### src/rtl/ddr_wr_ctrl_pkg.sv
// -----------------------------------------------------------------------------
// GLOBAL_PARAM: shared datapath geometry for the DDR write controller.
//   DATA_W     - width of one reduced output lane (signed byte)
//   RES_W      - width of one incoming result lane
//   BATCH      - lanes per result vector / per DDR beat
//   DDR_W      - DDR data bus width (BATCH * DATA_W)
//   DDR_ADDR_W - DDR byte address width
//   BURST_W    - width of command length and AW burst length fields
//   bw()       - bits needed to encode values 0..value-1
// -----------------------------------------------------------------------------
package GLOBAL_PARAM;

  localparam int DATA_W     = 8;
  localparam int RES_W      = 32;
  localparam int BATCH      = 32;
  localparam int DDR_W      = BATCH * DATA_W;
  localparam int DDR_ADDR_W = 32;
  localparam int BURST_W    = 8;

  function automatic int bw(input int value);
    return (value <= 1) ? 1 : $clog2(value);
  endfunction

  // Shift amount covers 0..RES_W-1.
  localparam int SHIFT_W = bw(RES_W);

endpackage

### src/rtl/ddr_wr_ctrl_res_quant.sv
// -----------------------------------------------------------------------------
// res_quant: one lane of the result reducer. Arithmetic right shift of a
// signed RES_W lane, then reduction to DATA_W.
//   lane  - signed result lane
//   shift - arithmetic right-shift amount
//   q     - reduced lane
// Build option WR_SAT_EN: saturate to the signed DATA_W range instead of
// keeping the low DATA_W bits.
// -----------------------------------------------------------------------------
module res_quant
  import GLOBAL_PARAM::*;
(
  input  logic [RES_W-1:0]   lane,
  input  logic [SHIFT_W-1:0] shift,
  output logic [DATA_W-1:0]  q
);

  logic signed [RES_W-1:0] shifted;

  assign shifted = $signed(lane) >>> shift;

`ifdef WR_SAT_EN
  localparam logic signed [RES_W-1:0] Q_MAX = RES_W'(2 ** (DATA_W - 1) - 1);
  localparam logic signed [RES_W-1:0] Q_MIN = ~Q_MAX;

  // NOTE: every path assigns q, so this stays combinational (no latch).
  always_comb begin
    if (shifted > Q_MAX) begin
      q = Q_MAX[DATA_W-1:0];
    end else if (shifted < Q_MIN) begin
      q = Q_MIN[DATA_W-1:0];
    end else begin
      q = shifted[DATA_W-1:0];
    end
  end
`else
  // Wrap: the upper bits are intentionally discarded.
  logic unused_high;
  assign unused_high = ^shifted[RES_W-1:DATA_W];
  assign q           = shifted[DATA_W-1:0];
`endif

endmodule

### src/rtl/ddr_wr_ctrl.sv
// -----------------------------------------------------------------------------
// ddr_wr_ctrl: turns one write command into a sequence of DDR AW/W bursts,
// feeding each beat from an incoming result vector reduced lane by lane.
//   clk, rst_n                  - clock, asynchronous active-low reset
//   cmd_valid/ready/addr/len/shift - write command (len in beats)
//   in_valid/ready/data         - result vectors, BATCH lanes of RES_W
//   aw_valid/ready/addr/len     - DDR address channel (len = beats - 1)
//   w_valid/ready/data/last     - DDR data channel
//   done                        - one-cycle pulse at command completion
// Parameter MAX_BURST: maximum beats per DDR burst.
// Build option WR_SAT_EN (in res_quant): saturating lane reduction.
// -----------------------------------------------------------------------------
module ddr_wr_ctrl
  import GLOBAL_PARAM::*;
#(
  parameter int MAX_BURST = 16
) (
  input  logic                    clk,
  input  logic                    rst_n,
  input  logic                    cmd_valid,
  output logic                    cmd_ready,
  input  logic [DDR_ADDR_W-1:0]   cmd_addr,
  input  logic [BURST_W-1:0]      cmd_len,
  input  logic [SHIFT_W-1:0]      cmd_shift,
  input  logic                    in_valid,
  output logic                    in_ready,
  input  logic [BATCH*RES_W-1:0]  in_data,
  output logic                    aw_valid,
  input  logic                    aw_ready,
  output logic [DDR_ADDR_W-1:0]   aw_addr,
  output logic [BURST_W-1:0]      aw_len,
  output logic                    w_valid,
  input  logic                    w_ready,
  output logic [DDR_W-1:0]        w_data,
  output logic                    w_last,
  output logic                    done
);

  typedef enum logic [1:0] {IDLE, ADDR, DATA, DONE} state_t;

  localparam int              BEAT_BYTES_LOG2 = $clog2(DDR_W / 8);
  localparam logic [BURST_W:0] MAX_BEATS      = (BURST_W + 1)'(MAX_BURST);
  localparam logic [BURST_W:0] ONE_BEAT       = (BURST_W + 1)'(1);

  state_t               state;
  logic [BURST_W-1:0]   remaining;   // beats not yet covered by an issued AW
  logic [BURST_W:0]     cap_left;    // vectors still to capture in this burst
  logic [SHIFT_W-1:0]   shift;
  logic [DDR_W-1:0]     quant_data;

  // Lane reducers work straight off in_data; the result is registered into
  // w_data on capture, giving the single-cycle input-to-output latency.
  for (genvar i = 0; i < BATCH; i++) begin : g_lane
    res_quant u_res_quant (
      .lane  (in_data[i*RES_W +: RES_W]),
      .shift (shift),
      .q     (quant_data[i*DATA_W +: DATA_W])
    );
  end

  // Length of the next burst: from the command when leaving IDLE, otherwise
  // from what is left after the previous AW.
  logic [BURST_W-1:0]    len_src;
  logic [BURST_W:0]      next_beats;
  logic [BURST_W-1:0]    next_aw_len;
  logic [BURST_W:0]      cur_beats;
  logic [DDR_ADDR_W-1:0] burst_bytes;
  logic [BURST_W-1:0]    remaining_after;

  assign len_src         = (state == IDLE) ? cmd_len : remaining;
  assign next_beats      = ({1'b0, len_src} > MAX_BEATS) ? MAX_BEATS : {1'b0, len_src};
  assign next_aw_len     = BURST_W'(next_beats - ONE_BEAT);
  assign cur_beats       = {1'b0, aw_len} + ONE_BEAT;
  assign burst_bytes     = DDR_ADDR_W'(cur_beats) << BEAT_BYTES_LOG2;
  assign remaining_after = BURST_W'({1'b0, remaining} - cur_beats);

  logic in_fire;
  logic w_fire;

  // Accept a vector only while this burst still needs one and the output
  // register is free or draining this cycle.
  assign in_ready = (state == DATA) && (cap_left != '0) && (!w_valid || w_ready);
  assign in_fire  = in_valid && in_ready;
  assign w_fire   = w_valid && w_ready;

  // NOTE: sequential state uses non-blocking assignments only, so every
  // register samples the pre-edge values regardless of statement order.
  always_ff @(posedge clk or negedge rst_n) begin
    if (!rst_n) begin
      state     <= IDLE;
      cmd_ready <= 1'b0;
      aw_valid  <= 1'b0;
      aw_addr   <= '0;
      aw_len    <= '0;
      w_valid   <= 1'b0;
      // NOTE: the wide data register is reset too, so w_data reads zero
      // while in reset; it is a plain flop, not a memory.
      w_data    <= '0;
      w_last    <= 1'b0;
      done      <= 1'b0;
      remaining <= '0;
      cap_left  <= '0;
      shift     <= '0;
    end else begin
      done <= 1'b0;
      case (state)
        IDLE: begin
          cmd_ready <= 1'b1;
          if (cmd_valid && cmd_ready) begin
            cmd_ready <= 1'b0;
            aw_addr   <= cmd_addr;
            remaining <= cmd_len;
            shift     <= cmd_shift;
            if (cmd_len == '0) begin
              state <= DONE;
              done  <= 1'b1;
            end else begin
              state    <= ADDR;
              aw_valid <= 1'b1;
              aw_len   <= next_aw_len;
            end
          end
        end

        ADDR: begin
          if (aw_ready) begin
            aw_valid  <= 1'b0;
            aw_addr   <= aw_addr + burst_bytes;
            remaining <= remaining_after;
            cap_left  <= cur_beats;
            state     <= DATA;
          end
        end

        DATA: begin
          if (in_fire) begin
            w_data   <= quant_data;
            w_valid  <= 1'b1;
            w_last   <= (cap_left == ONE_BEAT);
            cap_left <= cap_left - ONE_BEAT;
          end else if (w_fire) begin
            w_valid <= 1'b0;
            w_last  <= 1'b0;
          end
          // The next AW only issues once this burst's last beat is taken.
          if (w_fire && w_last) begin
            if (remaining != '0) begin
              state    <= ADDR;
              aw_valid <= 1'b1;
              aw_len   <= next_aw_len;
            end else begin
              state <= DONE;
              done  <= 1'b1;
            end
          end
        end

        DONE: begin
          state     <= IDLE;
          cmd_ready <= 1'b1;
        end

        default: state <= IDLE;
      endcase
    end
  end

endmodule

### config.mk
export PLATFORM = sky130hd
export DESIGN_NAME = ddr_wr_ctrl
export DESIGN_NICKNAME = d
export VERILOG_FILES = /design/src/rtl/ddr_wr_ctrl_pkg.sv /design/src/rtl/ddr_wr_ctrl_res_quant.sv /design/src/rtl/ddr_wr_ctrl.sv
export SDC_FILE = /design/constraint.sdc
export NUM_CORES = 2
export LEC_CHECK = 0
export ABC_CLOCK_PERIOD_IN_PS = 3500
export BUFFER_PORTS_ARGS = -buffer_cell sky130_fd_sc_hd__buf_2
export CAP_MARGIN = 20
export CORE_AREA = 2 2 538 540
export CTS_CLUSTER_DIAMETER = 100
export DETAILED_ROUTE_END_ITERATION = 7
export DIE_AREA = 0 0 540 542
export PLACE_DENSITY = 0.33
export SLEW_MARGIN = 10
export SYNTH_ARGS = -nofsm -noshare
export SYNTH_HDL_FRONTEND = slang
export SYNTH_SLANG_ARGS = --single-unit
export TNS_END_PERCENT = 50
### constraint.sdc
create_clock -name clk -period 3.5 [get_ports clk]
set_input_delay 0.7 -clock clk [delete_from_list [all_inputs] [get_ports clk]]
set_output_delay 0.7 -clock clk [all_outputs]
set_load 0.01 [all_outputs]
# Yosys cells after proc, flatten, opt, wreduce, memory -nomap -nowiden
# Index checks and enable logic that the tools add are counted.
dict set report word_totals {
  ff_bits 325
  inputBits 1075
  output_inout_bits 302
  word_cells 124
}
dict set report classes {
  add_sub_neg 5
  n_lt_le_gt_ge 1
  eq_ne 10
  shifts 32
  muxes 38
  reduce_logical 26
}
# op count
set op_table {}
lappend op_table {{>>> shifter 32 x 5 -> 8 bit} 32}
lappend op_table {{two-way mux 32 bit} 2}
lappend op_table {{two-way mux 8 bit} 8}
lappend op_table {{case mux 32 bit (2 select lines)} 1}
lappend op_table {{adder 32 x 14 -> 32 bit} 1}
lappend op_table {{case mux 8 bit (2 select lines)} 2}
lappend op_table {{two-way mux 9 bit} 2}
lappend op_table {{case mux 9 bit (2 select lines)} 1}
lappend op_table {{two-way mux 1 bit} 13}
lappend op_table {{two-way mux 2 bit} 5}
lappend op_table {{nonzero test 2 bit} 5}
lappend op_table {{adder 8 x 1 -> 9 bit, second input constant} 1}
lappend op_table {{equality test 9 x 1 -> 1 bit, second input constant} 1}
lappend op_table {{AND reduction 3 bit} 3}
lappend op_table {{nonzero test 9 bit} 1}
lappend op_table {{subtractor 9 x 1 -> 9 bit, second input constant} 1}
lappend op_table {{> comparator 8 x 5 -> 1 bit, second input constant} 1}
lappend op_table {{logical NOT 8 bit} 1}
lappend op_table {{case mux 2 bit (4 select lines)} 1}
lappend op_table {{nonzero test 8 bit} 1}
lappend op_table {{subtractor 8 x 1 -> 8 bit, second input constant} 1}
lappend op_table {{subtractor 8 bit} 1}
lappend op_table {{logical AND 1 bit} 6}
lappend op_table {{inequality test 2 x 1 -> 1 bit, second input constant} 3}
lappend op_table {{other kinds (12)} 18}

# Logic depth before layout (Yosys ltp)
dict set report depth {
  word_depth 8
  ltp_mapped 12
  ltp_nobuf 11
}

# Cells and area by module
# From an unflattened synthesis, not the netlist that was laid out.
dict set report hier_totals {
  hier_cells 6740
  hier_area_um2 66812.8
}
# module n_inst cells_each area_per_inst_um2 seq_area_each_um2
set by_module_without_submodules {}
lappend by_module_without_submodules {res_quant 32 160 1642.8 0.0}
lappend by_module_without_submodules {ddr_wr_ctrl 1 1620 14242.4 8132.8}

# Worst setup path after synthesis
# OpenSTA, ideal clock, no wires.
dict set report synth_timing {
  path_kind {register to register}
  startpoint {register aw_len[2]}
  endpoint {register aw_addr[29]}
  setup_ps 137
  t_arrival_ps 2615
  required_ps 3363
  path_slack_ps 748
  stages_incl_launch_ff 12
  n_path_buf 1
  period_less_slack_ps 2752
  cell_sequence {dfrtp_1 -> and4_1 -> and4_1 -> xor2_1 -> ha_1 -> a21o_1 -> a221oi_1 -> a21bo_2 -> clkbuf_1 -> nand4_1 -> mux2i_1 -> a21oi_1}
}
dict set report synth_between {
  elab_chain_cells 4
}
# item line
set synth_rtl {}
lappend synth_rtl {{from (decl)} ddr_wr_ctrl.sv:31} ;# output logic [BURST_W-1:0] aw_len,
lappend synth_rtl {{from (signal assigned)} ddr_wr_ctrl.sv:120} ;# aw_len <= next_aw_len;
lappend synth_rtl {{from (signal assigned)} ddr_wr_ctrl.sv:150} ;# aw_len <= next_aw_len;
lappend synth_rtl {{adder 8 x 1 -> 9 bit} ddr_wr_ctrl.sv:73} ;# assign cur_beats = {1'b0, aw_len} + ONE_BEAT;
lappend synth_rtl {{adder 32 x 14 -> 32 bit} ddr_wr_ctrl.sv:128} ;# aw_addr <= aw_addr + burst_bytes;
lappend synth_rtl {{two-way mux 32 bit} ddr_wr_ctrl.sv:126} ;# if (aw_ready) begin
lappend synth_rtl {{case mux 32 bit (2 select lines)} ddr_wr_ctrl.sv:106} ;# case (state)
lappend synth_rtl {{to (signal assigned)} ddr_wr_ctrl.sv:111} ;# aw_addr <= cmd_addr;
lappend synth_rtl {{to (signal assigned)} ddr_wr_ctrl.sv:128}
lappend synth_rtl {{to (decl)} ddr_wr_ctrl.sv:30} ;# output logic [DDR_ADDR_W-1:0] aw_addr,
# Every way passes these cells. The select of a mux whose other input is x is not followed.
# A chain may end at the register's enable or synchronous reset.

# Worst setup path after layout
dict set report layout_timing {
  startpoint {register cap_left[0]}
  endpoint {output port in_ready}
}
dict set report layout_between {
  elab_chain_cells 3
}
# item line
set layout_rtl {}
lappend layout_rtl {{from (decl)} ddr_wr_ctrl.sv:47} ;# logic [BURST_W:0] cap_left;
lappend layout_rtl {{from (signal assigned)} ddr_wr_ctrl.sv:130} ;# cap_left <= cur_beats;
lappend layout_rtl {{from (signal assigned)} ddr_wr_ctrl.sv:140} ;# cap_left <= cap_left - ONE_BEAT;
lappend layout_rtl {{nonzero test 9 bit} ddr_wr_ctrl.sv:82} ;# assign in_ready = (state == DATA) && (cap_left != '0) && (!w_valid || w_ready);
lappend layout_rtl {{logical AND 1 bit (2 in series)} ddr_wr_ctrl.sv:82}
lappend layout_rtl {{to (decl)} ddr_wr_ctrl.sv:26} ;# output logic in_ready,
# Every way passes these cells.

==> flow_metrics.py <==
metrics = {
    "critical_path": {
        "startpoint": "cap_left[0]$_DFFE_PN0P_",
        "setup.worst_path.end": "in_ready",
        "regToRegSetupSlack_ns": 0.37,
        "crit_chain": "inv_1 > ha_1 > or3b_1 > and3b_1 > nor2_1 > buf_2",
        "worstPathRequired_ns": 2.80,
        "path_class": "flop to output pin",
        "slowest_stage": "dfrtp_1",
        "cp-start-kind": "flop",
        "worst-path-buf-inv": 2,
        "reg2reg_to": "w_data[136]$_DFFE_PN0P_",
        "path_delay_family": "simple AND/OR/NAND/NOR gates",
        "rr_worst_depth": 8,
        "max_stage_delay_ns": 0.44,
        "cp.depth": 6,
        "worst-path-max-fanout": 5,
        "end_kind": "output pin",
        "r2r-start": "shift[1]$_DFFE_PN0P_",
        "cp.arrival_ns": 2.51,
    },
    "synth": {
        "synthCells": 5111,
        "synth_warnings": 0,
        "yosys_register_bits": 325,
        "synth_cell_types": 85,
        "syn_area_sq_um": 48200,
        "synthTopCellsByArea": "mux4_2 25%, dfrtp_1 17%, mux2i_1 15%",
        "yosysSeqAreaShare_pct": 16.9,
        "postSynthAreaPerCell_sq_um": 9.43,
        "async_reset_ff_share_pct": 100,
        "yosysTopAreaCellShare_pct": 25.0,
        "synth-edff-count": 0,
        "synth_ff_type": "dfrtp_1",
        "synth_top_area_cell": "mux4_2",
        "syn-num-nets": 6214,
    },
    "floorplan": {
        "pin_count": 1377,
        "die_h_um": 542,
        "start_util_pct": 16.8,
        "row_count": 197,
        "core_area_sq_um": 287000,
        "die_w_um": 540,
        "dieArea_sq_um": 293000,
    },
    "routing": {
        "vias": 53800,
        "routedWlPerCell_um": 35.1,
        "dr.first_iter.drc_count": 4911,
        "viasPerCell": 5.26,
        "drc": 0,
        "routed_wl_um": 359000,
        "firstDrtPassIters": 7,
        "ant_nets": 0,
    },
    "placed_design": {
        "dp_hpwl_um": 285000,
        "portBuffers": 1376,
        "gp_congestion": 0.948,
    },
    "sta": {
        "skew_ns": 0.0831,
        "slew_viol_final": 0,
        "relSlewSlack_pct": 31.0,
        "final-hold-violation-count": 0,
        "worst_pin_slew_ns": 1.04,
        "period_share_pct": 91.8,
        "fin_crit_ns": 3.21,
        "max_clock_freq_mhz": 311,
        "setup_viol_count_final": 0,
        "setup_tns_ns": 0,
        "rsz0062_at_grt": "false",
    },
    "global_route": {
        "grt_overflow_total": 0,
        "grt_pass1_vias": 53400,
        "grt_max_degree": 119,
        "grt_pass1_wl_um": 483000,
        "grt_use_total_pct": 23.5,
        "grt_antenna_before_repair": 167,
    },
    "finish": {
        "multi_input_area_sq_um": 37100,
        "regArea_sq_um": 8150,
        "layout_common_cells": "1,375 x buf_2, 820 x nand2_1, 717 x mux2i_1",
        "final_nets": 7395,
        "area_delta_synth_final_pct": 30.0,
        "drive_gt1_share_pct": 40.0,
        "fill_cells": 31800,
        "final_common_cell": "buf_2",
    },
    "status": {
        "status": "completed",
    },
    "pwr": {
        "power_density_nw_per_um2": 1080,
        "peakVddDrop_v": 0.000458,
        "p_leak_nw": 27.2,
        "power.total_mw": 67.5,
    },
    "clock_tree": {
        "cts_buffer_depth": 3,
        "cts-htree-levels": 2,
        "clk_pin_slew_ns": 0.06,
        "insertion_delay_ns": 0.78,
        "cts_tree": "done",
        "cts.sinks": 325,
        "clockRootBuffer": "clkbuf_16",
        "cts_made_buffers": 58,
        "cts_resized": 0,
    },
    "min_path": {
        "whs_path_depth": 2,
        "min_path_type": "input port to flop",
    },
    "flow_run": {
        "cap_violations": 0,
    },
}
[per-stage QoR]
step                instances  hold slack (ns)  util, %  cell area (sq um)  worst slack [ns]
CTS                     10100           0.0899     21.7              62400             0.216
detailed placement      10000            0.469     21.0              60200             0.339
finish                  10200            0.169     21.8              62700             0.287
global route            10200            0.128     21.8              62600             0.120
floorplan                5111            0.404        -              48200             0.748
global placement        10000            0.464     21.0              60200             0.330
[power breakdown]
group	internal, mW	switching, mW	total [mW]
logic	21.2	31.9	53.1
clock network	4.10	2.61	6.71
registers	5.49	2.23	7.71
total	30.8	36.7	67.5
[cell usage after synthesis, types with 51 or more instances]
master,instances
a211oi_1,113
a211o_1,74
o21ai_1,121
a22oi_1,106
nor2b_1,66
o211ai_1,97
a21oi_1,226
mux4_2,535
dfrtp_1,325
clkbuf_1,193
and3_1,79
nand3_1,72
buf_4,89
mux2i_1,717
o22ai_1,65
nand2_1,826
nor2_1,208
mux2_2,168
a311oi_1,51
o21ai_0,174
buf_2,193
[metal layers]
layer | vias to the layer above | global-route usage (%) | wire, um
li1 | 22600 | - | -
met3 | 572 | 4.22 | 23800
met4 | 58 | 10.1 | 16300
met1 | 27700 | 29.4 | 146000
met5 | - | 0 | 384
met2 | 2824 | 39.5 | 172000
[state kept, by name, summed over array words and instances, names as in the netlist, 2 cells and up]
register	cells
aw_addr	32
shift	5
aw_len	8
remaining	8
w_data	256
state	2
cap_left	9
[what timing repair did]
action,4_1_cts,5_1_grt
hold buffers,1,0
hold endpoints to repair,28,0
buffers inserted,0,0
[worst min path at each step]
stage                     slack [ns]                      end               startpoint
final                           0.17    cmd_ready$_DFFE_PN0P_                cmd_valid
after global placement          0.46   aw_addr[4]$_DFFE_PN0P_   aw_addr[4]$_DFFE_PN0P_
after CTS                       0.09    cmd_ready$_DFFE_PN0P_                cmd_valid
after global routing            0.13    cmd_ready$_DFFE_PN0P_                cmd_valid
after floorplan                 0.40   aw_addr[0]$_DFFE_PN0P_                    rst_n
after detailed placement        0.47  w_data[111]$_DFFE_PN0P_  w_data[111]$_DFFE_PN0P_
[cells by family (layout without fill, tap and decap cells)]
family,Yosys count,in the layout,share of synthesized area [%]
mux,1420,1420,43.8
simple gates,1399,1399,12.6
compound gates,1338,1338,19.1
buf+inv,583,1808,6.57
flops,325,325,16.9
fa+ha+maj,28,28,0.758
xor+xnor,18,18,0.327
other cells,0,112,0
[worst reg2reg max path, delay by kind of cell, from the launching register on]
family,cells,cell delay (ns)
AO/OA/AOI/OAI,4,1.02
buffers and inverters,3,0.74
flip-flops,1,0.72
multiplexers,1,0.53
[final cells by class]
class,instances,share of cell area (%)
multi-input cells,4203,59.1
repair buffers,1677,16.2
clock inverters,31,0.886
well taps,3781,7.55
flip-flops and latches,325,13.0
diodes,112,0.447
inverters,27,0.222
clock buffers,73,2.53
Note: power is estimated with default switching activity, not from simulation.
